$ cat config.mk
export PLATFORM = sky130hd
export DESIGN_NAME = mem_port_arbiter
export DESIGN_NICKNAME = d
export VERILOG_FILES = /design/src/rtl/mem_arb_pkg.sv /design/src/rtl/mem_port_arbiter_rr_pick.sv /design/src/rtl/mem_port_arbiter.sv
export SDC_FILE = /design/constraint.sdc
export NUM_CORES = 1
export LEC_CHECK = 0
export BUFFER_PORTS_ARGS = -buffer_cell sky130_fd_sc_hd__buf_4
export CAP_MARGIN = 20
export CORE_AREA = 2 2 119 121
export DETAILED_ROUTE_END_ITERATION = 6
export DIE_AREA = 0 0 121 123
export GPL_TIMING_DRIVEN = 0
export PLACE_DENSITY_LB_ADDON = 0.1
export SETUP_SLACK_MARGIN = 0.5
export SYNTH_ARGS = -nofsm -noshare
export SYNTH_HDL_FRONTEND = slang
export SYNTH_SLANG_ARGS = --single-unit
$ cat constraint.sdc
create_clock -name clk_i -period 9.35 [get_ports clk_i]
set_clock_uncertainty 0.2 [all_clocks]
set_input_delay 1.4025 -clock clk_i [delete_from_list [all_inputs] [get_ports clk_i]]
set_output_delay 1.4025 -clock clk_i [all_outputs]
set_load 0.02 [all_outputs]
$ cat src/rtl/mem_arb_pkg.sv
// Shared types and helpers for the shared-memory port arbiter.
//   arb_state_e : arbiter FSM states (free arbitration / locked to one owner)
//   DEF_ADDR_W  : default memory word address width (2048 words)
//   DEF_DATA_W  : default memory data width
//   rot_idx()   : round-robin index arithmetic, (base + off) mod n
package mem_arb_pkg;

    typedef enum logic {
        StArb    = 1'b0,
        StLocked = 1'b1
    } arb_state_e;

    localparam int unsigned DEF_ADDR_W = 11;
    localparam int unsigned DEF_DATA_W = 32;

    function automatic int unsigned rot_idx(input int unsigned base,
                                            input int unsigned off,
                                            input int unsigned n);
        return (base + off) % n;
    endfunction

endpackage

$ cat src/rtl/mem_port_arbiter_rr_pick.sv
// Combinational round-robin picker, shared with other arbiters.
// Scans the eligible vector starting at ptr_i and wrapping modulo N.
//   elig_i : eligible requesters
//   ptr_i  : highest-priority index this cycle
//   gnt_o  : one-hot winner (0 when nothing eligible)
//   idx_o  : binary index of the winner (0 when nothing eligible)
//   any_o  : at least one requester eligible
module rr_pick
    import mem_arb_pkg::*;
#(
    parameter int unsigned N     = 4,
    parameter int unsigned IDX_W = (N > 1) ? $clog2(N) : 1
) (
    input  logic [N-1:0]     elig_i,
    input  logic [IDX_W-1:0] ptr_i,
    output logic [N-1:0]     gnt_o,
    output logic [IDX_W-1:0] idx_o,
    output logic             any_o
);

    logic [IDX_W-1:0] cand;

    always_comb begin
        gnt_o = '0;
        idx_o = '0;
        any_o = 1'b0;
        cand  = '0;
        for (int unsigned k = 0; k < N; k++) begin
            cand = IDX_W'(rot_idx(32'(ptr_i), k, N));
            if (!any_o && elig_i[cand]) begin
                any_o       = 1'b1;
                gnt_o[cand] = 1'b1;
                idx_o       = cand;
            end
        end
    end

endmodule

$ cat src/rtl/mem_port_arbiter.sv
// Round-robin arbiter sharing one read/write port of a 1-cycle-latency memory
// among NUM_REQ cores, with a lock for atomic sequences and a lock timeout.
//   clk_i, reset_i          : clock, synchronous active-high reset
//   req_i/req_we_i/req_lock_i : per-requester request, write flag, lock request
//   req_adrs_i/req_wdata_i  : flattened per-requester address / write data
//   gnt_o                   : one-hot combinational grant
//   rsp_valid_o/rsp_rdata_o : routed read return (one-hot valid, shared data)
//   mem_*                   : memory port (shared address for read and write)
//   lock_timeout_o          : one-cycle pulse after a forced lock release
//   busy_locked_o           : registered, high while locked
module mem_port_arbiter
    import mem_arb_pkg::*;
#(
    parameter int unsigned NUM_REQ  = 4,
    parameter int unsigned ADDR_W   = DEF_ADDR_W,
    parameter int unsigned DATA_W   = DEF_DATA_W,
    parameter int unsigned LOCK_MAX = 16
) (
    input  logic                      clk_i,
    input  logic                      reset_i,
    input  logic [NUM_REQ-1:0]        req_i,
    input  logic [NUM_REQ-1:0]        req_we_i,
    input  logic [NUM_REQ-1:0]        req_lock_i,
    input  logic [NUM_REQ*ADDR_W-1:0] req_adrs_i,
    input  logic [NUM_REQ*DATA_W-1:0] req_wdata_i,
    output logic [NUM_REQ-1:0]        gnt_o,
    output logic [NUM_REQ-1:0]        rsp_valid_o,
    output logic [DATA_W-1:0]         rsp_rdata_o,
    output logic                      mem_r_en_o,
    output logic                      mem_w_en_o,
    output logic [ADDR_W-1:0]         mem_adrs_o,
    output logic [DATA_W-1:0]         mem_wdata_o,
    input  logic [DATA_W-1:0]         mem_rdata_i,
    input  logic                      mem_r_valid_i,
    output logic                      lock_timeout_o,
    output logic                      busy_locked_o
);

    localparam int unsigned IDX_W = (NUM_REQ > 1) ? $clog2(NUM_REQ) : 1;
    localparam int unsigned CNT_W = (LOCK_MAX > 1) ? $clog2(LOCK_MAX) : 1;

    arb_state_e       state_q, state_d;
    logic [IDX_W-1:0] owner_q, owner_d;
    logic [IDX_W-1:0] rr_ptr_q, rr_ptr_d;
    logic [CNT_W-1:0] lock_cnt_q, lock_cnt_d;
    logic             pend_valid_q, pend_valid_d;
    logic [IDX_W-1:0] pend_id_q, pend_id_d;
    logic             lock_timeout_q, lock_timeout_d;
    logic             busy_locked_q;

    logic [NUM_REQ-1:0] owner_oh;
    logic [NUM_REQ-1:0] elig;
    logic [NUM_REQ-1:0] pick_gnt;
    logic [IDX_W-1:0]   pick_idx;
    logic               pick_any;
    logic               grant;
    logic               g_we;

    always_comb begin
        owner_oh           = '0;
        owner_oh[owner_q]  = 1'b1;
        elig = (state_q == StLocked) ? (req_i & owner_oh) : req_i;
    end

    rr_pick #(
        .N     (NUM_REQ),
        .IDX_W (IDX_W)
    ) u_rr_pick (
        .elig_i (elig),
        .ptr_i  (rr_ptr_q),
        .gnt_o  (pick_gnt),
        .idx_o  (pick_idx),
        .any_o  (pick_any)
    );

    // Reset blocks all memory traffic regardless of the request inputs.
    assign grant = pick_any & ~reset_i;
    assign g_we  = req_we_i[pick_idx];

    always_comb begin
        gnt_o       = grant ? pick_gnt : '0;
        mem_w_en_o  = grant & g_we;
        mem_r_en_o  = grant & ~g_we;
        mem_adrs_o  = grant ? req_adrs_i[pick_idx*ADDR_W +: ADDR_W] : '0;
        mem_wdata_o = grant ? req_wdata_i[pick_idx*DATA_W +: DATA_W] : '0;
    end

    // Read return is routed combinationally to the requester that issued it.
    always_comb begin
        rsp_valid_o = '0;
        if (pend_valid_q && mem_r_valid_i && !reset_i) begin
            rsp_valid_o[pend_id_q] = 1'b1;
        end
        rsp_rdata_o = mem_rdata_i;
    end

    always_comb begin
        state_d        = state_q;
        owner_d        = owner_q;
        rr_ptr_d       = rr_ptr_q;
        lock_cnt_d     = lock_cnt_q;
        lock_timeout_d = 1'b0;
        pend_valid_d   = grant & ~g_we;
        pend_id_d      = (grant && !g_we) ? pick_idx : pend_id_q;

        if (grant) begin
            rr_ptr_d = IDX_W'(rot_idx(32'(pick_idx), 1, NUM_REQ));
        end

        unique case (state_q)
            StArb: begin
                if (grant && req_lock_i[pick_idx]) begin
                    state_d    = StLocked;
                    owner_d    = pick_idx;
                    lock_cnt_d = '0;
                end
            end
            StLocked: begin
                lock_cnt_d = lock_cnt_q + 1'b1;
                // Voluntary release takes precedence over the timeout.
                if ((grant && !req_lock_i[owner_q]) ||
                    (!req_i[owner_q] && !req_lock_i[owner_q])) begin
                    state_d    = StArb;
                    lock_cnt_d = '0;
                end else if (lock_cnt_q == CNT_W'(LOCK_MAX - 1)) begin
                    state_d        = StArb;
                    lock_cnt_d     = '0;
                    lock_timeout_d = 1'b1;
                    rr_ptr_d       = IDX_W'(rot_idx(32'(owner_q), 1, NUM_REQ));
                end
            end
            default: state_d = StArb;
        endcase
    end

    always_ff @(posedge clk_i) begin
        if (reset_i) begin
            state_q        <= StArb;
            owner_q        <= '0;
            rr_ptr_q       <= '0;
            lock_cnt_q     <= '0;
            pend_valid_q   <= 1'b0;
            pend_id_q      <= '0;
            lock_timeout_q <= 1'b0;
            busy_locked_q  <= 1'b0;
        end else begin
            state_q        <= state_d;
            owner_q        <= owner_d;
            rr_ptr_q       <= rr_ptr_d;
            lock_cnt_q     <= lock_cnt_d;
            pend_valid_q   <= pend_valid_d;
            pend_id_q      <= pend_id_d;
            lock_timeout_q <= lock_timeout_d;
            busy_locked_q  <= (state_d == StLocked);
        end
    end

    assign lock_timeout_o = lock_timeout_q;
    assign busy_locked_o  = busy_locked_q;

endmodule

Word-level counts from Yosys, hierarchy flattened

Index checks and enable logic that the tools add are counted.

Input port bits: 219
Register bits: 13

Reduce and logical (&&, ||, !) cells: 25
Bitwise operators: 10
Multipliers: 1
Magnitude comparators: 13
Shift operators: 2
$add $sub $neg: 6
Equal/unequal tests: 2
Mux-type cells: 58

Operator list:

| kind                                                 | number |
|---|---|
| indexed part select 128 x 8 -> 32 bit                | 1 |
| indexed part select 44 x 7 -> 11 bit                 | 1 |
| 2-to-1 mux 4 bit                                     | 10 |
| 2-to-1 mux 32 bit                                    | 1 |
| 2-to-1 mux 1 bit                                     | 22 |
| < comparator 2 x 3 -> 1 bit (second input constant)  | 7 |
| binary-select mux 1 bit (select 2 bit)               | 8 |
| 2-to-1 mux 2 bit                                     | 8 |
| logical AND 1 bit                                    | 15 |
| demux 1 bit (select 2 bit)                           | 6 |
| >= comparator 2 x 1 -> 1 bit (second input constant) | 6 |
| OR 4 bit                                             | 3 |
| 2-to-1 mux 11 bit                                    | 1 |
| case mux 4 bit (2 select lines)                      | 1 |
| logical NOT 1 bit                                    | 7 |
| adder 2 x 1 -> 2 bit (second input constant)         | 3 |
| multiplier 2 x 4 -> 6 bit (second input constant)    | 1 |
| adder 2 bit (second input constant)                  | 2 |
| adder 4 x 1 -> 4 bit (second input constant)         | 1 |
| AND 4 bit                                            | 1 |
| == test 4 bit (second input constant)                | 1 |
| AND 1 bit                                            | 3 |
| NOT 1 bit                                            | 3 |
| OR reduction 3 bit                                   | 1 |
| other kinds (4)                                      | 4 |

Longest topological paths before layout

Gate-level depths: netlist of the first run.

Depth in word-level cells: 23
Depth in mapped cells: 13

By module

A second synthesis of the first run with hierarchy kept.

Cells, all modules: 270
Area total of the unflattened synthesis: 2816.5 µm²

By module, submodules not included:

| module           | instances | area each (µm²) | sequential area each (µm²) | cells an instance |
|---|---|---|---|---|
| mem_port_arbiter | 1         | 2394.8          | 260.2                      | 225 |
| rr_pick          | 1         | 421.7           | 0.0                        | 45 |

Worst setup path after synthesis of the first run

OpenSTA, ideal clock, no wires.

Path kind: input -> output
From: input port req_i[0]
To: output port mem_wdata_o[16]
Arrival time: 3480 ps
Buffers on the path: 2
Stages on the path: 9
Data required time: 7747 ps
Setup slack: 4267 ps
Path through: mux2i_1 > a21oi_1 > or3_1 > a21oi_1 > o32a_1 > buf_4 > buf_2 > mux4_2 > and2_1

Longest elaborated chain between the ends: 16
Elaborated cells on any way between the ends: 27

RTL lines:

| what                                                                      | line                                           | RTL |
|---|---|---|
| start, declared                                                           | mem_port_arbiter.sv:21                         | `input logic [NUM_REQ-1:0] req_i,` |
| AND 4 bit                                                                 | mem_port_arbiter.sv:62                         | `elig = (state_q == StLocked) ? (req_i & owner_oh) : req_i;` |
| 2-to-1 mux 4 bit (*)                                                      | mem_port_arbiter.sv:62                         |  |
| binary-select mux 1 bit (select 2 bit)                                    | mem_port_arbiter_rr_pick.sv:30                 | `if (!any_o && elig_i[cand]) begin` |
| 2-to-1 mux 1 bit (not written as such)                                    | mem_port_arbiter_rr_pick.sv:30                 |  |
| 2-to-1 mux 1 bit                                                          | mem_port_arbiter_rr_pick.sv:30                 |  |
| logical NOT 1 bit                                                         | mem_port_arbiter_rr_pick.sv:30                 |  |
| logical AND 1 bit                                                         | mem_port_arbiter_rr_pick.sv:30                 |  |
| 2-to-1 mux 1 bit                                                          | mem_port_arbiter_rr_pick.sv:30                 |  |
| logical NOT 1 bit                                                         | mem_port_arbiter_rr_pick.sv:30                 |  |
| logical AND 1 bit                                                         | mem_port_arbiter_rr_pick.sv:30                 |  |
| 2-to-1 mux 1 bit                                                          | mem_port_arbiter_rr_pick.sv:30                 |  |
| logical NOT 1 bit                                                         | mem_port_arbiter_rr_pick.sv:30                 |  |
| logical AND 1 bit                                                         | mem_port_arbiter_rr_pick.sv:30                 |  |
| 2-to-1 mux 2 bit / 2-to-1 mux 1 bit (equally long branches)               | mem_port_arbiter_rr_pick.sv:30                 |  |
| indexed part select 128 x 8 -> 32 bit / AND 1 bit (equally long branches) | mem_port_arbiter.sv:85, mem_port_arbiter.sv:77 |  |
| 2-to-1 mux 32 bit (*)                                                     | mem_port_arbiter.sv:85                         | `mem_wdata_o = grant ? req_wdata_i[pick_idx*DATA_W +: DATA_W] : '0;` |
| end, declared                                                             | mem_port_arbiter.sv:32                         | `output logic [DATA_W-1:0] mem_wdata_o,` |

Mark *: on every way between the ends. The rest lies on a longest branch, timed or not. The select of a mux whose other input is x is not followed.

Worst setup path in the final report of the first run

From: input port req_i[0]
To: output port mem_wdata_o[22]

The elaborated chain is that of the path after synthesis.

==> insert_results.sql, run 1 <==
INSERT INTO impl_metrics (metric_group, metric, value, unit) VALUES
('routing', 'ant_nets', '0', ''),
('placement', 'dp_slack', '3.402', 'ns'),
('synth', 'synth_top_area_cell', 'mux4_2', ''),
('global_route', 'overflow', '0', ''),
('synth', 'post_synth_net_total', '514', ''),
('synth', 'synth-edff-count', '0', ''),
('routing', 'drtIter0Drc', '155', ''),
('global_route', 'grt_first_pass_wirelength', '19600', 'um'),
('timing', 'achievable-frequency', '168.6', 'MHz'),
('worst_hold_path', 'hold_path_class', 'reg -> reg', ''),
('worst_hold_path', 'hp-start', 'lock_cnt_q[1]', ''),
('cells_and_area', 'layout-area-overhead-vs-synth', '83.76', '%'),
('clocking', 'cts_tree', 'done', ''),
('worst_hold_path', 'timing.hold.worst_path_depth', '1', ''),
('floorplan', 'chipHeight', '123', 'um'),
('timing', 'slew_headroom', '42.22', '%'),
('cells_and_area', 'num-nets-final', '791', ''),
('routing', 'drt-pass1-iter-count', '4', ''),
('run', 'max-cap-violations', '0', ''),
('timing', 'post-route-period-util', '63.45', '%'),
('power', 'power.net_switching', '676.1', 'uW'),
('routing', 'drcViolationCount', '0', ''),
('clocking', 'cts_clk_pin_slew_worst_paths', '0.04', 'ns'),
('floorplan', 'die_area', '14880', 'um^2'),
('clocking', 'cts_hold_buffers', '0', ''),
('critical_path', 'cp-start-kind', 'input pin', ''),
('synth', 'yosysMostFrequentCell', 'and2_1', ''),
('routing', 'route.detailed.wl_per_inst', '19.05', 'um'),
('cells_and_area', 'post_route_cells_drive_above_1_share', '66.49', '%'),
('clocking', 'ctsLongestPathBuffers', '2', ''),
('synth', 'synthArstFlopShare', '0', '%'),
('floorplan', 'row_count', '43', ''),
('synth', 'yosys_warning_total', '0', ''),
('clocking', 'cts_post_setup_buffers_inserted', '0', ''),
('floorplan', 'core', '13610', 'um^2'),
('critical_path', 'max_stage_delay', '0.44', 'ns'),
('power', 'power.sequential.fraction', '6.3', '%'),
('critical_path', 'timing.reg2reg.setup_slack', '5.43', 'ns'),
('routing', 'detailroute.via_count', '3331', ''),
('critical_path', 'worst-endpoint-arrival', '4.33', 'ns'),
('synth', 'synth.cell_area', '2804', 'um^2'),
('critical_path', 'cp_cell_sequence', 'buf_4, mux2i_1, a21oi_1, or3_1, a21oi_1, o32a_1, buf_4, buf_2, mux4_2, and2_1, buf_4', ''),
('clocking', 'cts_htree_levels', '1', ''),
('critical_path', 'timing.critical_path.mode_cell', 'buf_4', ''),
('critical_path', 'worst_r2r_path_depth', '11', ''),
('floorplan', 'initial_core_util', '20.60', '%'),
('synth', 'synth_sequential_area_ratio', '9.282', '%'),
('critical_path', 'timing.critical_path.to_type', 'output pin', ''),
('critical_path', 'r2r_start', 'owner_q[0]', ''),
('timing', 'final_hold_viol_count', '0', ''),
('synth', 'syn_area_per_cell', '9.943', 'um^2'),
('timing', 'setup-tns-final', '0', 'ns'),
('clocking', 'worst_skew_pair_latency', '0.24', 'ns'),
('power', 'vdd.ir_drop.worst', '0.07929', 'mV'),
('critical_path', 'cp_slowest_cell', 'o32a_1', ''),
('critical_path', 'worst_ep_required_time', '7.75', 'ns'),
('synth', 'synth_ff_type', 'dfxtp_1', ''),
('timing', 'unrepaired_setup_endpoints_after_global_routing', 'false', ''),
('critical_path', 'cp_num_buf_inv', '4', ''),
('synth', 'synth.area.top_cells', 'mux4_2 35%, and2_1 10%, dfxtp_1 9.3%, buf_4 9.1%, ha_1 5.8%', ''),
('power', 'p_leak', '0.002478', 'uW'),
('global_route', 'grt_pass1_vias', '3384', ''),
('cells_and_area', 'final_core_utilization', '37.85', '%'),
('global_route', 'globalRouteTotalUtil', '17.08', '%'),
('synth', 'yosys-top-cells-count', '45 x and2_1, 43 x mux4_2, 34 x buf_4, 15 x mux2i_1, 14 x a21oi_1', ''),
('placement', 'port_buffer_count', '272', ''),
('placement', 'dpl.cell_count', '734', ''),
('clocking', 'numCtsBuffers', '3', ''),
('outcome', 'status', 'complete, no violations', ''),
('critical_path', 'timing.critical_path.fanout_max', '10', ''),
('synth', 'fraction_of_synthesized_cell_area_taken_by_the_top_area_cell_type', '34.54', '%');
-- state kept, by name, indices dropped and copies added, names as in the netlist --
register        flops
busy_locked_o       1
lock_cnt_q          4
lock_timeout_o      1
owner_q             2
pend_id_q           2
pend_valid_q        1
rr_ptr_q            2
-- power groups by stage --
stage | combinational (uW) | sequential [uW] | clock (uW)
after global placement | 1300 | 93.3 | 0
final | 1290 | 92.2 | 79.7
after CTS | 1310 | 92.5 | 81.1
after floorplan | 893 | 89.4 | 0
after detailed placement | 1310 | 93.3 | 0
after global routing | 1400 | 95.9 | 84.0
-- cell families after synthesis --
kind of cell    count (synthesis)  synth area share [%]
simple gates                   89                 17.94
mux                            65                 43.24
buf+inv                        58                 12.94
compound gates                 43                 10.49
fa+ha+maj                      13                 5.801
flops                          13                 9.282
xor+xnor                        1                0.3124
-- worst max-delay path by stage --
stage	depth (start not counted)	startpoint	to	slack, ns
after global placement	11	req_i[0]	mem_wdata_o[22]	3.45
after floorplan	9	req_i[0]	mem_wdata_o[16]	4.27
after detailed placement	11	req_i[0]	mem_wdata_o[25]	3.40
after global routing	11	req_i[0]	mem_wdata_o[19]	3.20
final	11	req_i[0]	mem_wdata_o[22]	3.42
after CTS	11	req_i[0]	mem_wdata_o[22]	3.40
-- stage by stage --
step	total power, uW	instance area [um^2]
after CTS	1488	5150
after global routing	1579	5150
final	1464	5152
after floorplan	982.9	2804
after detailed placement	1406	5071
after global placement	1392	5071
-- cell usage in the layout (no fill, tap or decap), drive strengths merged, types with 9 or more instances in the layout --
master	Yosys	routed
nand2	12	12
ha	13	13
mux2i	15	15
and2	45	45
dfxtp	13	13
buf	43	315
clkbuf	8	12
nor2	9	9
mux4	43	43
a21oi	15	15
-- cell type report --
cell class / instances / area, um^2 / share of cell area (%)
Multi-Input combinational cell: 211 / 2181 / 42.33
Timing Repair Buffer: 272 / 2042 / 39.63
Buffer: 51 / 336.6 / 6.532
Sequential cell: 13 / 260.3 / 5.051
Tap cell: 180 / 225.2 / 4.371
Clock buffer: 4 / 78.83 / 1.530
Inverter: 7 / 26.28 / 0.5100
Antenna cell: 1 / 2.502 / 0.04857
-- layer usage --
metal | global-route usage [%] | vias up | routed length, um
li1 | - | 1595 | -
met1 | 22.04 | 1542 | 5727
met2 | 28.76 | 174 | 6840
met3 | 5.074 | 16 | 1275
met4 | 2.689 | 4 | 208
met5 | 0 | - | 28
(Power assumes the default switching activity.)
==> run 2: changes to the inputs <==
==> constraint.sdc (replaced) <==
create_clock -name clk_i -period 5.7 [get_ports clk_i]
set_clock_uncertainty 0.2 [all_clocks]
set_input_delay 0.855 -clock clk_i [delete_from_list [all_inputs] [get_ports clk_i]]
set_output_delay 0.855 -clock clk_i [all_outputs]
set_load 0.02 [all_outputs]
==> insert_results.sql, run 2 (same netlist as run 1, synthesis figures left out) <==
INSERT INTO impl_metrics (metric_group, metric, value, unit) VALUES
('timing', 'post-route-period-util', '85.79', '%'),
('timing', 'unrepaired_setup_endpoints_after_global_routing', 'true', ''),
('placement', 'dp_slack', '0.7574', 'ns'),
('timing', 'number_of_max_slew_violations_in_the_final_report', '0', ''),
('routing', 'drt-pass1-iter-count', '4', ''),
('critical_path', 'timing.critical_path.to_type', 'output pin', ''),
('floorplan', 'die_area', '14880', 'um^2'),
('critical_path', 'worst-endpoint-arrival', '3.84', 'ns'),
('floorplan', 'core', '13610', 'um^2'),
('timing', 'final_hold_viol_count', '0', ''),
('cells_and_area', 'mostFrequentLayoutCells', '306 x buf_4, 45 x and2_1, 43 x mux4_2', ''),
('critical_path', 'r2r_start', 'owner_q[0]', ''),
('critical_path', 'worst_ep_required_time', '4.64', 'ns'),
('placement', 'finalWeightedCongestion', '0.7860', ''),
('clocking', 'cts_tree', 'done', ''),
('timing', 'achievable-frequency', '204.5', 'MHz'),
('cells_and_area', 'leading_cell_type_in_the_layout_fill_and_taps_excluded', 'buf_4', ''),
('critical_path', 'timing.critical_path.fanout_max', '10', ''),
('worst_hold_path', 'hold-path-endpoint', 'lock_cnt_q[1]', ''),
('timing', 'report.final.setup_viol', '0', ''),
('routing', 'ant_nets', '0', ''),
('global_route', 'globalRouteTotalUtil', '17.07', '%'),
('routing', 'route.detailed.wl_per_inst', '19.13', 'um'),
('power', 'p_leak', '0.002480', 'uW'),
('routing', 'drtIter0Drc', '113', ''),
('routing', 'detailroute.via_count', '3344', ''),
('critical_path', 'timing.reg2reg.setup_slack', '2.03', 'ns'),
('clocking', 'cts_clk_pin_slew_worst_paths', '0.04', 'ns'),
('clocking', 'clk_root_buffer_cell', 'clkbuf_16', ''),
('critical_path', 'endpoint_of_the_lowest_slack_register_to_register_path', 'owner_q[0]', ''),
('cells_and_area', 'largest_register', 'lock_cnt_q', ''),
('global_route', 'overflow', '0', ''),
('critical_path', 'cp_cell_sequence', 'clkbuf_1, inv_1, ha_1, mux2i_1, a21oi_1, or3_1, a21oi_2, o32a_2, buf_4, buf_2, mux4_2, and2_1, buf_4', ''),
('placement', 'port_buffer_count', '272', ''),
('worst_hold_path', 'timing.hold.worst_path_depth', '1', ''),
('clocking', 'cts_htree_levels', '1', ''),
('cells_and_area', 'layout-area-overhead-vs-synth', '84.34', '%'),
('timing', 'postLayoutSetupSlackWorst', '0.8097', 'ns'),
('routing', 'drt-vias-per-instance', '4.525', ''),
('worst_hold_path', 'hold_path_class', 'reg -> reg', ''),
('global_route', 'grt_antenna_before_repair', '2', ''),
('timing', 'setup-tns-final', '0', 'ns'),
('floorplan', 'initial_core_util', '20.60', '%'),
('global_route', 'grt_first_pass_wirelength', '19590', 'um'),
('cells_and_area', 'post_route_cells_drive_above_1_share', '67.20', '%'),
('critical_path', 'max_stage_delay', '0.39', 'ns'),
('cells_and_area', 'num-nets-final', '791', ''),
('routing', 'detail_route.wirelength', '14140', 'um'),
('timing', 'final_period_minus_worst_setup_slack', '4.890', 'ns'),
('power', 'vdd.ir_drop.worst', '0.1301', 'mV'),
('floorplan', 'floorplan.die.width', '121', 'um'),
('floorplan', 'row_count', '43', ''),
('timing', 'worst-slew-pin-transition', '0.8469', 'ns'),
('power', 'power_density', '467.6', 'nW/um^2'),
('run', 'max-cap-violations', '0', ''),
('floorplan', 'chipHeight', '123', 'um'),
('critical_path', 'cp_slowest_cell', 'or3_1', ''),
('worst_hold_path', 'hp-start', 'lock_cnt_q[1]', ''),
('critical_path', 'worst_r2r_path_depth', '11', ''),
('cells_and_area', 'largest_reg_flops', '4', ''),
('clocking', 'numCtsBuffers', '3', ''),
('global_route', 'largest_net_degree_at_the_start_of_global_routing', '11', ''),
('cells_and_area', 'fillCellCount', '1407', ''),
('clocking', 'tritoncts_num_sinks', '13', ''),
('floorplan', 'ioPinCount', '306', ''),
('outcome', 'status', 'complete, no violations', ''),
('clocking', 'worst_skew_pair_latency', '0.24', 'ns'),
('global_route', 'grt_pass1_vias', '3384', ''),
('critical_path', 'worst-setup-path-type', 'reg -> out', ''),
('critical_path', 'timing.critical_path.mode_cell', 'buf_4', ''),
('routing', 'drcViolationCount', '0', ''),
('timing', 'slew_headroom', '42.80', '%'),
('clocking', 'cts_post_setup_buffers_inserted', '0', ''),
('critical_path', 'cp-start-kind', 'register', ''),
('placement', 'detailedPlacementHpwl', '12360', 'um'),
('clocking', 'ctsLongestPathBuffers', '2', '');
run 2: cell count changes in the layout (fill, tap and decap cells not counted), sizes merged:
| cell | delta |
|---|---|
| buf | -2 |
| clkbuf | +2 |
run 2: area by class of cell:
class | instances | area (um^2) | share of cell area [%]
inverters | 7 | 26.28 | 0.5084
well taps | 180 | 225.2 | 4.357
diodes | 1 | 2.502 | 0.04841
plain buffers | 51 | 341.6 | 6.609
flip-flops and latches | 13 | 260.3 | 5.035
clock buffers | 4 | 78.83 | 1.525
repair buffers | 272 | 2042 | 39.51
multi-input cells | 211 | 2192 | 42.41
run 2: critical path, delay by kind of cell, from the launching register on:
kind | cells | cell delay (ns)
AO/OA/AOI/OAI | 3 | 0.74
adder cells (fa/ha/maj) | 1 | 0.24
buffers and inverters | 5 | 1.14
flip-flops | 1 | 0.37
multiplexers | 2 | 0.53
AND/OR/NAND/NOR | 2 | 0.56
run 2: worst max-delay path by stage:
stage               start         endpoint  slack [ns]  cells past startpoint
3_5_place_dp   owner_q[0]  mem_wdata_o[25]        0.76                     13
2_1_floorplan  owner_q[0]  mem_wdata_o[16]        1.62                     12
5_1_grt        owner_q[0]   mem_wdata_o[8]        0.50                     12
3_3_place_gp   owner_q[0]  mem_wdata_o[22]        0.80                     13
6_report       owner_q[0]  mem_wdata_o[22]        0.81                     13
4_1_cts        owner_q[0]  mem_wdata_o[22]        0.65                     13
run 2: metrics by stage:
stage | instance area, um^2 | std cells | hold WS [ns] | power (uW) | utilization [%]
2_1_floorplan | 2804 | 282 | 0.2685 | 1612 | -
3_3_place_gp | 5071 | 734 | 0.2805 | 2283 | 37.26
3_5_place_dp | 5071 | 734 | 0.2950 | 2307 | 37.26
4_1_cts | 5151 | 738 | 0.3045 | 2443 | 37.84
5_1_grt | 5166 | 738 | 0.3522 | 2604 | 37.95
6_report | 5169 | 739 | 0.3140 | 2417 | 37.97
run 2: report_power, final:
group / switching, uW / total, uW / internal (uW)
sequential: 33.9 / 151 / 117
combinational: 1040 / 2130 / 1090
clock: 36.6 / 131 / 94.2
total: 1110 / 2420 / 1300
run 2: what timing repair did:
| item | CTS | global route |
|---|---|---|
| resized for setup | 1 | 5 |
| hold buffers | 0 | 0 |
| endpoints found under the setup margin | 2 | 16 |
| pin swaps | 0 | 0 |
run 2: layer usage:
layer  part of all wire, %  GRT usage [%]  up-vias
met2                    49          28.76      187
met4                   1.5          2.689        4
li1                      -              -     1593
met3                   9.5          5.074       16
met5                  0.20              0        -
met1                    40          22.01     1544
==> run 3: changes to the inputs <==
--- a/config.mk
+++ b/config.mk
@@ -5,11 +5,11 @@
 export SDC_FILE = /design/constraint.sdc
 export NUM_CORES = 1
 export LEC_CHECK = 0
-export BUFFER_PORTS_ARGS = -buffer_cell sky130_fd_sc_hd__buf_4
 export CAP_MARGIN = 20
-export CORE_AREA = 2 2 119 121
+export CORE_AREA = 8 8 112 114
 export DETAILED_ROUTE_END_ITERATION = 6
-export DIE_AREA = 0 0 121 123
+export DIE_AREA = 0 0 120 122
+export DONT_BUFFER_PORTS = 1
 export GPL_TIMING_DRIVEN = 0
 export PLACE_DENSITY_LB_ADDON = 0.1
 export SETUP_SLACK_MARGIN = 0.5
==> insert_results.sql, run 3 (same netlist as run 1, synthesis figures left out) <==
INSERT INTO impl_metrics (metric_group, metric, value, unit) VALUES
('clocking', 'cts_clk_pin_slew_worst_paths', '0.06', 'ns'),
('timing', 'achievable-frequency', '202.7', 'MHz'),
('cells_and_area', 'final-instance-count-excl-fill', '427', ''),
('clocking', 'cts_post_setup_buffers_inserted', '0', ''),
('floorplan', 'chipHeight', '122', 'um'),
('floorplan', 'row_count', '38', ''),
('routing', 'detail_route.wirelength', '13260', 'um'),
('critical_path', 'worst-endpoint-arrival', '3.88', 'ns'),
('global_route', 'globalRouteTotalUtil', '15.92', '%'),
('cells_and_area', 'largest_register', 'lock_cnt_q', ''),
('critical_path', 'worst_ep_required_time', '4.64', 'ns'),
('timing', 'number_of_max_slew_violations_in_the_final_report', '0', ''),
('critical_path', 'timing.critical_path.fanout_max', '10', ''),
('routing', 'route.detailed.wl_per_inst', '31.05', 'um'),
('cells_and_area', 'fillCellCount', '1141', ''),
('timing', 'postLayoutSetupSlackWorst', '0.7665', 'ns'),
('critical_path', 'timing.reg2reg.setup_slack', '1.93', 'ns'),
('cells_and_area', 'layout.area.seq', '260.3', 'um^2'),
('floorplan', 'core', '10700', 'um^2'),
('routing', 'drt-vias-per-instance', '5.731', ''),
('clocking', 'cts_tree', 'done', ''),
('floorplan', 'die_area', '14640', 'um^2'),
('critical_path', 'worst_r2r_path_depth', '11', ''),
('timing', 'setup-tns-final', '0', 'ns'),
('timing', 'slew_headroom', '43.11', '%'),
('timing', 'report.final.setup_viol', '0', ''),
('cells_and_area', 'multiInputGateArea', '2190', 'um^2'),
('power', 'vdd.ir_drop.worst', '0.2098', 'mV'),
('floorplan', 'ioPinCount', '306', ''),
('critical_path', 'startpoint', 'owner_q[0]', ''),
('placement', 'dp_slack', '0.8245', 'ns'),
('clocking', 'clk_root_buffer_cell', 'clkbuf_8', ''),
('cells_and_area', 'mostFrequentLayoutCells', '45 x and2_1, 43 x mux4_2, 34 x buf_4', ''),
('clocking', 'ctsLongestPathBuffers', '2', ''),
('worst_hold_path', 'hold-path-endpoint', 'lock_cnt_q[1]', ''),
('power', 'p_leak', '0.001134', 'uW'),
('global_route', 'largest_net_degree_at_the_start_of_global_routing', '11', ''),
('timing', 'holdWs', '0.3045', 'ns'),
('worst_hold_path', 'timing.hold.worst_path_depth', '1', ''),
('timing', 'worst-slew-pin-transition', '0.8424', 'ns'),
('placement', 'detailedPlacementHpwl', '11810', 'um'),
('cells_and_area', 'leading_cell_type_in_the_layout_fill_and_taps_excluded', 'and2_1', ''),
('routing', 'drcViolationCount', '0', ''),
('power', 'power_density', '664.6', 'nW/um^2'),
('worst_hold_path', 'hold_path_class', 'reg -> reg', ''),
('global_route', 'grt_pass1_vias', '2534', ''),
('clocking', 'tritoncts_num_sinks', '13', ''),
('clocking', 'numCtsBuffers', '3', ''),
('cells_and_area', 'layout-area-overhead-vs-synth', '8.255', '%'),
('routing', 'detailroute.via_count', '2447', ''),
('cells_and_area', 'largest_reg_flops', '4', ''),
('clocking', 'worst_skew_pair_latency', '0.24', 'ns'),
('critical_path', 'cp-start-kind', 'register', ''),
('run', 'max-cap-violations', '0', ''),
('timing', 'final_hold_viol_count', '0', ''),
('worst_hold_path', 'hp-start', 'lock_cnt_q[1]', ''),
('routing', 'drt-pass1-iter-count', '5', ''),
('placement', 'finalWeightedCongestion', '0.8741', ''),
('critical_path', 'r2r_start', 'owner_q[0]', ''),
('global_route', 'grt_first_pass_wirelength', '17910', 'um'),
('timing', 'final_period_minus_worst_setup_slack', '4.934', 'ns'),
('timing', 'post-route-period-util', '86.55', '%'),
('floorplan', 'floorplan.die.width', '120', 'um'),
('global_route', 'grt_antenna_before_repair', '1', ''),
('placement', 'port_buffer_count', '0', ''),
('critical_path', 'endpoint_of_the_lowest_slack_register_to_register_path', 'owner_q[0]', ''),
('critical_path', 'timing.critical_path.to_type', 'output pin', ''),
('floorplan', 'initial_core_util', '26.21', '%'),
('cells_and_area', 'final_core_utilization', '28.37', '%'),
('placement', 'dpl.cell_count', '422', ''),
('clocking', 'cts_htree_levels', '1', ''),
('cells_and_area', 'num-nets-final', '519', ''),
('critical_path', 'worst-setup-path-type', 'reg -> out', ''),
('global_route', 'overflow', '0', ''),
('routing', 'ant_nets', '0', ''),
('outcome', 'status', 'complete, no violations', ''),
('timing', 'unrepaired_setup_endpoints_after_global_routing', 'false', ''),
('cells_and_area', 'post_route_cells_drive_above_1_share', '35.66', '%'),
('routing', 'drtIter0Drc', '122', '');
run 3: cell types whose count changed in the layout (fill, tap and decap cells not counted), sizes merged:
cell	change
buf	-270
clkbuf	-2
run 3: repair_timing:
action,CTS,global route
resized for setup,0,3
setup endpoints to repair,0,12
hold buffers,0,0
run 3: stage by stage:
step,total power [uW],instance area [um^2]
after floorplan,1612,2804
after global placement,1955,2979
after detailed placement,1953,2979
after CTS,2043,3024
after global routing,2171,3033
final,2017,3035
run 3: power by group:
group	internal (uW)	leakage [uW]	switching, uW	total, uW
sequential	117	0.000106	40.4	157
combinational	780	0.00101	995	1770
clock	49.4	0.0000228	35.7	85.1
total	946	0.00113	1070	2020
run 3: worst max path at each step:
stage / end / slack (ns) / cells after the start
after detailed placement: mem_w_en_o / 0.82 / 11
after global placement: mem_wdata_o[24] / 0.83 / 12
final: mem_wdata_o[18] / 0.77 / 12
after floorplan: mem_wdata_o[16] / 1.62 / 12
after CTS: mem_w_en_o / 0.54 / 11
after global routing: mem_wdata_o[18] / 0.54 / 12
run 3: per-layer routing:
| layer | GRT usage [%] | vias to the layer above | wire [um] |
|---|---|---|---|
| met5 | 0 | - | 13 |
| met4 | 2.186 | 2 | 147 |
| met3 | 4.905 | 10 | 1280 |
| met2 | 28.92 | 178 | 6997 |
| met1 | 18.41 | 1207 | 4821 |
| li1 | - | 1050 | - |
run 3: layout make-up:
cell class              count  share of cell area [%]
inverters                   7                  0.8656
well taps                 140                   5.771
flip-flops and latches     13                   8.574
plain buffers              51                   11.09
clock buffers               4                   1.484
multi-input cells         211                   72.14
diodes                      1                 0.08244
run 3: worst max-delay path: stages (launching register included):
cell	delay, ns
dfxtp_1	0.37
clkbuf_1	0.27
inv_1	0.17
ha_1	0.24
mux2_4	0.27
o21a_1	0.21
mux2_4	0.30
nor2b_1	0.31
o32a_2	0.31
buf_4	0.25
buf_2	0.29
mux4_2	0.37
and2_1	0.25
